### config.mk
export PLATFORM = sky130hd
export DESIGN_NAME = reg_bus_master
export DESIGN_NICKNAME = d
export VERILOG_FILES = /design/src/rtl/reg_bus_master.sv
export SDC_FILE = /design/constraint.sdc
export NUM_CORES = 1
export LEC_CHECK = 0
export CORE_ASPECT_RATIO = 1.25
export CORE_UTILIZATION = 32
export DETAILED_ROUTE_END_ITERATION = 10
export RECOVER_POWER = 100
export SLEW_MARGIN = 25
export SYNTH_ARGS = -nofsm -noshare
export SYNTH_HDL_FRONTEND = slang
export SYNTH_SLANG_ARGS = --single-unit
### constraint.sdc
create_clock -name clk -period 5.1 [get_ports clk]
set_clock_uncertainty 0.15 [all_clocks]
set_input_delay 1.53 -clock clk [delete_from_list [all_inputs] [get_ports clk]]
set_output_delay 1.53 -clock clk [all_outputs]
set_load 0.005 [all_outputs]
### src/rtl/reg_bus_master.sv
// rtl/reg_bus_master.sv - single-command initiator for the GPIO register-file bus
//
// Accepts one read or write command at a time on a valid/ready port, runs the
// corresponding cycle on the register-block bus, and returns exactly one
// response per accepted command.
//
// Optional feature: define REG_MASTER_READBACK_EN to follow every write with a
// read-back of the same address; the response then carries the read-back data
// and rsp_err flags any enabled byte lane that did not take the written value.
// Without the macro rsp_err is tied low and writes respond with rsp_rdata = 0.
//
// Parameters:
//   READ_LAT   cycles from read address presented to rdata sampled (1..3)
//
// Ports:
//   clk, reset                       clock; asynchronous active-low reset
//   cmd_valid/cmd_ready              command handshake
//   cmd_write, cmd_addr, cmd_wben,
//   cmd_wdata                        command fields (held by source until accept)
//   rsp_valid/rsp_ready              response handshake
//   rsp_rdata, rsp_err               read data / read-back data, read-back mismatch
//   addr, wben, r_wn, wdata          register bus outputs (r_wn: 1 = read)
//   rdata                            register bus read data
//   busy                             high whenever the FSM is not idle

module reg_bus_master #(
  parameter int READ_LAT = 1
) (
  input  logic        clk,
  input  logic        reset,
  input  logic        cmd_valid,
  output logic        cmd_ready,
  input  logic        cmd_write,
  input  logic [2:0]  cmd_addr,
  input  logic [3:0]  cmd_wben,
  input  logic [31:0] cmd_wdata,
  output logic        rsp_valid,
  input  logic        rsp_ready,
  output logic [31:0] rsp_rdata,
  output logic        rsp_err,
  output logic [2:0]  addr,
  output logic [3:0]  wben,
  output logic        r_wn,
  output logic [31:0] wdata,
  input  logic [31:0] rdata,
  output logic        busy
);

  typedef enum logic [2:0] {
    S_IDLE,
    S_WR,
    S_RD,
`ifdef REG_MASTER_READBACK_EN
    S_RB,
`endif
    S_RESP
  } state_t;

  // Read wait counts down from READ_LAT-1; the cycle that sees zero is the
  // last one, and rdata is captured on the edge that ends it.
  localparam logic [1:0] LAT_LAST = 2'(READ_LAT - 1);

  state_t     state;
  logic [1:0] lat_cnt;

`ifdef REG_MASTER_READBACK_EN
  // The bus wben drops to zero during read-back, so the lanes that were
  // written are kept separately for the comparison.
  logic [3:0] rb_wben;
  logic       rb_mismatch;

  always_comb begin
    rb_mismatch = 1'b0;
    for (int i = 0; i < 4; i++) begin
      if (rb_wben[i] && (rdata[8*i +: 8] != wdata[8*i +: 8])) begin
        rb_mismatch = 1'b1;
      end
    end
  end
`else
  assign rsp_err = 1'b0;
`endif

  always_ff @(posedge clk or negedge reset) begin
    if (!reset) begin
      state     <= S_IDLE;
      lat_cnt   <= 2'd0;
      cmd_ready <= 1'b1;
      rsp_valid <= 1'b0;
      rsp_rdata <= 32'd0;
      addr      <= 3'd0;
      wben      <= 4'd0;
      r_wn      <= 1'b1;
      wdata     <= 32'd0;
      busy      <= 1'b0;
`ifdef REG_MASTER_READBACK_EN
      rsp_err   <= 1'b0;
      rb_wben   <= 4'd0;
`endif
    end else begin
      case (state)
        S_IDLE: begin
          if (cmd_valid && cmd_ready) begin
            addr      <= cmd_addr;
            wdata     <= cmd_wdata;
            lat_cnt   <= LAT_LAST;
            cmd_ready <= 1'b0;
            busy      <= 1'b1;
`ifdef REG_MASTER_READBACK_EN
            rb_wben   <= cmd_wbit_mask(cmd_write, cmd_wben);
`endif
            if (cmd_write) begin
              state <= S_WR;
              r_wn  <= 1'b0;
              wben  <= cmd_wben;
            end else begin
              state <= S_RD;
            end
          end
        end

        // One-cycle write strobe; the register block captures on the edge
        // ending this cycle. wben = 0 still runs the cycle and completes.
        S_WR: begin
          r_wn <= 1'b1;
          wben <= 4'd0;
`ifdef REG_MASTER_READBACK_EN
          state   <= S_RB;
          lat_cnt <= LAT_LAST;
`else
          state     <= S_RESP;
          rsp_valid <= 1'b1;
          rsp_rdata <= 32'd0;
`endif
        end

        S_RD: begin
          if (lat_cnt == 2'd0) begin
            state     <= S_RESP;
            rsp_valid <= 1'b1;
            rsp_rdata <= rdata;
`ifdef REG_MASTER_READBACK_EN
            rsp_err   <= 1'b0;
`endif
          end else begin
            lat_cnt <= lat_cnt - 2'd1;
          end
        end

`ifdef REG_MASTER_READBACK_EN
        // Read-only registers (pin state) will legitimately mismatch here;
        // the flag is reported and interpretation is left to software.
        S_RB: begin
          if (lat_cnt == 2'd0) begin
            state     <= S_RESP;
            rsp_valid <= 1'b1;
            rsp_rdata <= rdata;
            rsp_err   <= rb_mismatch;
          end else begin
            lat_cnt <= lat_cnt - 2'd1;
          end
        end
`endif

        S_RESP: begin
          if (rsp_ready) begin
            state     <= S_IDLE;
            rsp_valid <= 1'b0;
            cmd_ready <= 1'b1;
            busy      <= 1'b0;
          end
        end

        default: begin
          state     <= S_IDLE;
          rsp_valid <= 1'b0;
          cmd_ready <= 1'b1;
          busy      <= 1'b0;
          r_wn      <= 1'b1;
          wben      <= 4'd0;
        end
      endcase
    end
  end

`ifdef REG_MASTER_READBACK_EN
  // Reads never compare lanes, so only a write keeps its byte enables.
  function automatic logic [3:0] cmd_wbit_mask(input logic is_write, input logic [3:0] be);
    return is_write ? be : 4'd0;
  endfunction
`endif

endmodule

### Yosys cells after proc, flatten, opt, wreduce, memory -nomap -nowiden

Index checks and enable logic that the tools add are counted.

| word-level totals | value |
|---|---|
| word-level logic and storage cells | 60 |
| flip-flop bits (word level) | 80 |
| input port bits | 76 |
| output and inout bits | 76 |

| operators by class | value |
|---|---|
| muxes and demuxes | 24 |
| bitwise gates (word level) | 3 |
| reduce and logical (&&, ||, !) cells | 14 |
| add/subtract/negate cells | 1 |
| equality and inequality tests | 8 |

Operators with widths:

| operator | number |
|---|---|
| one-hot mux 32 bit (2 select lines) | 1 |
| two-way mux 32 bit | 1 |
| AND reduction 3 bit | 5 |
| one-hot mux 3 bit (4 select lines) | 1 |
| inequality test 2 bit, second input constant | 5 |
| two-way mux 3 bit | 3 |
| two-way mux 4 bit | 2 |
| one-hot mux 4 bit (2 select lines) | 1 |
| two-way mux 1 bit | 7 |
| equality test 3 x 2 -> 1 bit, second input constant | 2 |
| two-way mux 2 bit | 3 |
| one-hot mux 1 bit (3 select lines) | 2 |
| one-hot mux 1 bit (4 select lines) | 1 |
| one-hot mux 2 bit (2 select lines) | 1 |
| AND reduction 2 bit | 2 |
| nonzero test 2 bit | 2 |
| OR reduction 2 bit | 2 |
| equality test 3 x 1 -> 1 bit, second input constant | 1 |
| logical NOT 3 bit | 1 |
| inverter 1 bit | 3 |
| logical NOT 2 bit | 1 |
| one-hot mux 1 bit (2 select lines) | 1 |
| subtractor 2 x 1 -> 2 bit, second input constant | 1 |
| logical AND 1 bit | 1 |

### Logic depth before layout (Yosys ltp)

Gate-level depths: netlist of the first run.

| logic depth | value |
|---|---|
| depth in word-level cells | 4 |
| gate-level depth with buffers | 7 |
| gate-level depth less buffers | 5 |

### Least setup slack after synthesis of the first run

OpenSTA, ideal clock, no wires.

| timing path | value |
|---|---|
| path kind | in2reg |
| from | input port cmd_write |
| to | register wben[0] |
| library setup time | 0.125 ns |
| cell stages on the path | 4 |
| path slack | 2.539 ns |
| buffers on the path | 1 |
| arrival | 2.286 ns |
| data required time | 4.825 ns |
| path through | nor2b_1 or4_1 buf_2 mux2i_1 |

| between the ends | value |
|---|---|
| word-level cells in the longest chain between the ends | 2 |

RTL lines:

| element | line | text |
|---|---|---|
| from (decl) | 33 | `input logic cmd_write,` |
| inequality test 2 bit (no source line) | -- |  |
| AND reduction 3 bit (no source line) | -- |  |
| to (signal assigned) | 115 | `wben <= cmd_wben;` |
| to (decl) | 42 | `output logic [3:0] wben,` |

No other way between the ends.
A chain may end at the register's enable or synchronous reset.

### Worst setup path after layout of the first run

| timing path | value |
|---|---|
| from | input port cmd_valid |
| to | register wdata[23] |

| between the ends | value |
|---|---|
| word-level cells in the longest chain between the ends | 2 |

RTL lines:

| element | line | text |
|---|---|---|
| from (decl) | 31 | `input logic cmd_valid,` |
| logical AND 1 bit | 103 | `if (cmd_valid && cmd_ready) begin` |
| AND reduction 2 bit (no source line) | -- |  |
| to (signal assigned) | 105 | `wdata <= cmd_wdata;` |
| to (decl) | 44 | `output logic [31:0] wdata,` |

No other way between the ends.

==> impl_metrics.csv, run 1 <==
group,metric,value,unit
global_route,grt_pass1_wl,12800,um
pwr,power.density,559,nW/um^2
placement,pre_cts_slack,1.49,ns
detailed_routing,m1WireLength,3530,um
placement,io_buffers,150,
detailed_routing,drc,0,
die,dieArea,10700,um^2
cells_and_area,num_antenna_cells,0,
run,maxCapViolations,2,
pwr,p_leak,2.31,nW
clock_tree,postCtsResizedCells,0,
placement,placed_cells,547,
timing,final.setup.worst_slack,1.24,ns
detailed_routing,vias_per_cell,4.66,
timing,fin_crit_sh,0.758,
global_route,grt_pass1_vias,2550,
synth,ys_types,25,
detailed_routing,wl_met2,3600,um
global_route,grt_use_total,0.155,
timing,holdWs,0.329,ns
worst_setup_path,required,5.15,ns
worst_hold_path,hold_class,"flip-flop to flip-flop",
detailed_routing,wl_per_cell,14.1,um
die,pin_count,152,
timing,period_needed,3.86,ns
synth,synth_top_area_frac,0.585,
clock_tree,insertion_delay,0.32,ns
outcome,violations,"capacitance limit, slew limit",
worst_setup_path,arrival,3.91,ns
synth,yosysWarningCount,0,
outcome,status,"finished with violations",
detailed_routing,drt_iter0_drc,94,
cells_and_area,drive_above_1_share,0.136,
worst_setup_path,critPathLaunchType,"primary input",
placement,dpl.hpwl,5310,um
synth,synthTopCellsByArea,"dfrtp_1, mux2_2, o21ai_0",
timing,finalMaxSlewViolations,116,
clock_tree,ctsRootBufferMaster,"clkbuf_16",
clock_tree,cts.sinks,79,
synth,syn-cell-area,3290,um^2
timing,tns,0,ns
clock_tree,cts_setup_buffers,0,
worst_setup_path,worstPathMaxFanout,35,
synth,ys_seq_elements,79,
timing,relSlewSlack,-0.308,
synth,seq_area_frac_synth,0.601,
cells_and_area,fin_util,0.515,
die,die_w,92.7,um
global_route,overflow,0,
timing,setup_viol_count_final,0,
detailed_routing,wl,7950,um
clock_tree,cts_tree,"done",
timing,grt_setup_unrepaired,"no",
worst_setup_path,path_class,"primary input to flip-flop",
timing,hold_viol,0,
global_route,antenna_found_initial,0,
synth,synth_area_leader_cell,"dfrtp_1",
detailed_routing,dr.pass1.iters,4,
clock_tree,cts_buffer_depth,2,
synth,synth_fp_nets,369,
clock_tree,htree_num_levels,3,
die,core_region_area,10100,um^2
detailed_routing,highest-signal-layer,"met4",
synth,synth_cells,286,
die,row_count,41,
detailed_routing,detail-route-antenna-nets,0,
worst_setup_path,critPathCaptureType,"flip-flop",
placement,place_congestion,0.695,
detailed_routing,dr_wl_met3,650,um
die,start_util,0.328,
cells_and_area,areaGrowthSynthToFinish,57.1,%
detailed_routing,num_vias,2621,
timing,worstMarginPinSlew,1.96,ns
clock_tree,cts_hold_buf,0,
pwr,ir_drop,0.000353,V
timing,max_freq,259,MHz
synth,synth_area_per_cell,11.5,um^2
clock_tree,clk_pin_slew,0.05,ns
die,die_h,115,um
cells_and_area,final_cells,562,
global_route,grt_max_degree,80,
clock_tree,cts-buffers-inserted,9,
cells_and_area,fin_nets,512,
[path summary, 6_finish.rpt]
| kind | startpoint | endpoint | slack, ns | depth (start not counted) |
|---|---|---|---|---|
| worst max register to register | state[0]$_DFFE_PN0P_ | wdata[23]$_DFFE_PN0P_ | 1.96 | 4 |
| max in group asynchronous | reset | wdata[31]$_DFFE_PN0P_ | 2.03 | 1 |
| worst min-delay path | r_wn$_DFFE_PN1P_ | r_wn$_DFFE_PN1P_ | 0.33 | 2 |
| worst min register to register | r_wn$_DFFE_PN1P_ | r_wn$_DFFE_PN1P_ | 0.33 | 2 |
| min in group asynchronous | reset | addr[0]$_DFFE_PN0P_ | 1.57 | 1 |
| worst max-delay path | cmd_valid | wdata[23]$_DFFE_PN0P_ | 1.24 | 3 |
[power by group]
group | internal (W) | leakage [nW] | switching (W)
Combinational | 0.000667 | 1.16 | 0.000603
Sequential | 0.000885 | 0.995 | 0.000108
Clock | 0.000400 | 0.151 | 0.000230
[layout by cell type (no fill, tap or decap), types with 2 or more instances in the layout]
master and count:
dfrtp_1 77, buf_4 2, o21ai_0 65, clkbuf_8 2, inv_1 12, nor2b_1 2, nand2_1 37, a21oi_1 2
clkinv_2 3, clkbuf_16 9, dfstp_2 2, ha_1 7, nor2_1 2, mux2_2 37, dlygate4sd3_1 77, mux2i_1 8
clkdlybuf4s50_1 72, a21boi_0 2, nor3_1 3
[layer usage]
| metal | GRT usage | up-vias |
|---|---|---|
| met1 | 0.201 | 1239 |
| li1 | - | 1258 |
| met2 | 0.238 | 113 |
| met3 | 0.0459 | 11 |
| met5 | 0 | - |
| met4 | 0.0749 | 0 |
[sequential cells by signal, summed over array words and instances (netlist names)]
name       cells
wben           4
state          2
rsp_valid      1
rsp_rdata     32
r_wn           1
wdata         32
busy           1
cmd_ready      1
lat_cnt        2
addr           3
[Yosys cell counts]
library cell  number
a21boi_0           2
nand2_1           37
o32a_1             1
conb_1             1
nor3_1             3
clkbuf_1          11
buf_4              1
nand3_2            1
nor2b_1            3
mux2i_1            8
nand2b_1           2
or4_1              1
o21ai_0           65
inv_1             12
or3_1              1
clkbuf_2           3
dfstp_2            2
mux2_2            37
dfrtp_1           77
nor2_1             2
ha_1               7
a21oi_1            2
a211oi_1           1
buf_2              5
o21bai_1           1
[through the flow]
stage | power (W) | cell area, um^2
finish | 0.00289 | 5170
global route | 0.00313 | 5170
CTS | 0.00304 | 5180
detailed placement | 0.00239 | 4880
global placement | 0.00235 | 4880
floorplan | 0.00170 | 3290
[critical path: stages]
cell	delay [ns]
dlygate4sd3_1	0.57
nand3_1	1.09
mux2_2	0.70
[cell families (layout without fill, tap and decap cells)]
family | Yosys count | count (layout) | synth area share
adder cells (fa/ha/maj) | 7 | 7 | 0.0266
flip-flops | 79 | 79 | 0.601
other | 1 | 1 | 0.00114
AO/OA/AOI/OAI | 72 | 72 | 0.114
AND/OR/NAND/NOR | 50 | 50 | 0.0657
buffers and inverters | 32 | 179 | 0.0407
multiplexers | 45 | 45 | 0.151
[cell type report]
class                           instances  area [um^2]
Sequential cell                        79         1980
Tap cell                              129          161
Inverter                               12         45.0
Multi-Input combinational cell        175         1180
Timing Repair Buffer                  152         1510
Clock buffer                           11          253
Fill cell                             948         4880
Clock inverter                          4         45.0
Note: power is estimated with default switching activity, not from simulation.
==> inputs of run 2 (changes only) <==
Settings changed: PLACE_DENSITY from default to 0.67.
Clock period 5.1 ns to 3.2 ns, I/O delays scaled along.
==> run 2 against run 1 <==
Net effect:
- the run still ends with capacitance limit, slew limit left
- register-to-register slack worse by 1.4 ns
- worst hold slack got worse by 0.0078 ns
- worst setup slack got worse by 0.75 ns
- combinational power grew 61%
- sequential share of layout area is 0.10 points higher
- non-clock buffer count increased by 3
- utilization decreased by 0.14 points
- critical endpoint is now wdata[18]$_DFFE_PN0P_
- highest routed layer unchanged
==> impl_metrics.csv, run 2 (synthesis results as in run 1) <==
group,metric,value,unit
outcome,status,"finished with violations",
outcome,violations,"capacitance limit, slew limit",
global_route,overflow,0,
detailed_routing,num_vias,2643,
clock_tree,cts_hold_buf,0,
cells_and_area,final_cell_mix,"dfrtp_1, dlygate4sd3_1, clkdlybuf4s50_1",
worst_setup_path,critPathBufInv,2,
pwr,power.density,874,nW/um^2
cells_and_area,fin_nets,515,
timing,fin_crit_sh,0.847,
clock_tree,cts_tree,"done",
worst_setup_path,critPathLaunchType,"primary input",
worst_hold_path,whs_path_depth,2,
timing,setup_viol_count_final,0,
timing,finalMaxSlewViolations,34,
worst_setup_path,crit_end,"wdata[18]$_DFFE_PN0P_",
clock_tree,cts_buffer_depth,2,
timing,hold_viol,0,
worst_setup_path,arrival,2.76,ns
detailed_routing,detail-route-antenna-nets,0,
pwr,p_leak,2.30,nW
detailed_routing,wl_per_cell,14.6,um
cells_and_area,layout_commonest_cell,"dfrtp_1",
die,dieArea,10700,um^2
timing,period_needed,2.71,ns
die,die_w,92.7,um
detailed_routing,vias_per_cell,4.67,
cells_and_area,areaGrowthSynthToFinish,56.7,%
clock_tree,cts-buffers-inserted,9,
worst_setup_path,worst_path_max_delay_cell,"clkbuf_2",
detailed_routing,dr.pass1.iters,4,
worst_hold_path,hold_class,"flip-flop to flip-flop",
detailed_routing,wl,8250,um
global_route,grt_pass1_wl,13100,um
worst_setup_path,critPathCaptureType,"flip-flop",
worst_setup_path,crit_family,"buffers and inverters",
worst_setup_path,path_class,"primary input to flip-flop",
worst_setup_path,worstPathMaxFanout,35,
worst_setup_path,r2r_slack,0.59,ns
clock_tree,clk_pin_slew,0.05,ns
worst_setup_path,r2r_start,"state[0]$_DFFE_PN0P_",
timing,grt_setup_unrepaired,"no",
timing,holdWs,0.322,ns
detailed_routing,drc,0,
global_route,antenna_found_initial,0,
clock_tree,cts_setup_buffers,0,
die,row_count,41,
detailed_routing,drt_iter0_drc,62,
die,start_util,0.328,
worst_setup_path,required,3.25,ns
timing,tns,0,ns
timing,worstMarginPinSlew,1.93,ns
worst_setup_path,crit_path_cell_trace,"dlygate4sd3_1 -> nand3_2 -> clkbuf_2 -> mux2_2",
placement,io_buffers,150,
placement,place_congestion,0.764,
cells_and_area,reg_top3,"rsp_rdata: 32 flops, wdata: 32 flops, wben: 4 flops",
run,maxCapViolations,1,
worst_setup_path,slowest_delay,0.66,ns
global_route,grt_pass1_vias,2632,
clock_tree,cts.sinks,79,
clock_tree,htree_num_levels,3,
timing,relSlewSlack,-0.286,
clock_tree,ctsRootBufferMaster,"clkbuf_16",
die,core_region_area,10100,um^2
worst_setup_path,path_depth,4,
pwr,finalPower,0.00451,W
placement,dpl.hpwl,5850,um
worst_setup_path,rr_endpoint,"rsp_rdata[6]$_DFFE_PN0P_",
die,pin_count,152,
pwr,ir_drop,0.000316,V
worst_setup_path,setup.worst_path.start,"cmd_valid",
cells_and_area,num_antenna_cells,0,
global_route,grt_use_total,0.157,
clock_tree,insertion_delay,0.32,ns
clock_tree,postCtsResizedCells,0,
cells_and_area,drive_above_1_share,0.124,
worst_setup_path,worstRegToRegCells,6,
global_route,grt_max_degree,47,
die,die_h,115,um
timing,max_freq,369,MHz
-- run 2: power by group --
part	internal, W	switching (W)
clock	0.000526	0.000360
combinational	0.00107	0.000963
sequential	0.00141	0.000180
-- run 2: worst min path at each step --
stage	from	end
final	r_wn$_DFFE_PN1P_	r_wn$_DFFE_PN1P_
after global routing	r_wn$_DFFE_PN1P_	r_wn$_DFFE_PN1P_
after CTS	r_wn$_DFFE_PN1P_	r_wn$_DFFE_PN1P_
after detailed placement	r_wn$_DFFE_PN1P_	r_wn$_DFFE_PN1P_
after global placement	r_wn$_DFFE_PN1P_	r_wn$_DFFE_PN1P_
after floorplan	r_wn$_DFFE_PN1P_	r_wn$_DFFE_PN1P_
-- run 2: area by class of cell --
type | instances | area [um^2]
Tap cell | 129 | 161
Fill cell | 910 | 4890
Multi-Input combinational cell | 175 | 1180
Inverter | 12 | 45.0
Sequential cell | 79 | 1980
Clock inverter | 1 | 5.00
Clock buffer | 15 | 248
Timing Repair Buffer | 155 | 1540
-- run 2: layer usage --
metal | routed length (um) | vias to the layer above | GRT usage
li1 | - | 1268 | -
met2 | 3990 | 110 | 0.250
met4 | 68 | 0 | 0.0462
met5 | 0 | - | 0
met3 | 697 | 7 | 0.0669
met1 | 3500 | 1258 | 0.195
-- run 2: stage by stage --
stage	instance area, um^2	instances	setup WS (ns)	utilization
3_5_place_dp	4930	550	0.533	0.490
6_report	5160	566	0.490	0.513
5_1_grt	5160	566	0.361	0.513
2_1_floorplan	3290	286	1.21	-
3_3_place_gp	4930	550	0.583	0.490
4_1_cts	5180	566	0.675	0.515
-- run 2: tightest hold or removal path, stage by stage (launching register included) --
cell and delay, ns:
dfstp_2 0.37, inv_1 0.04, mux2i_1 0.06
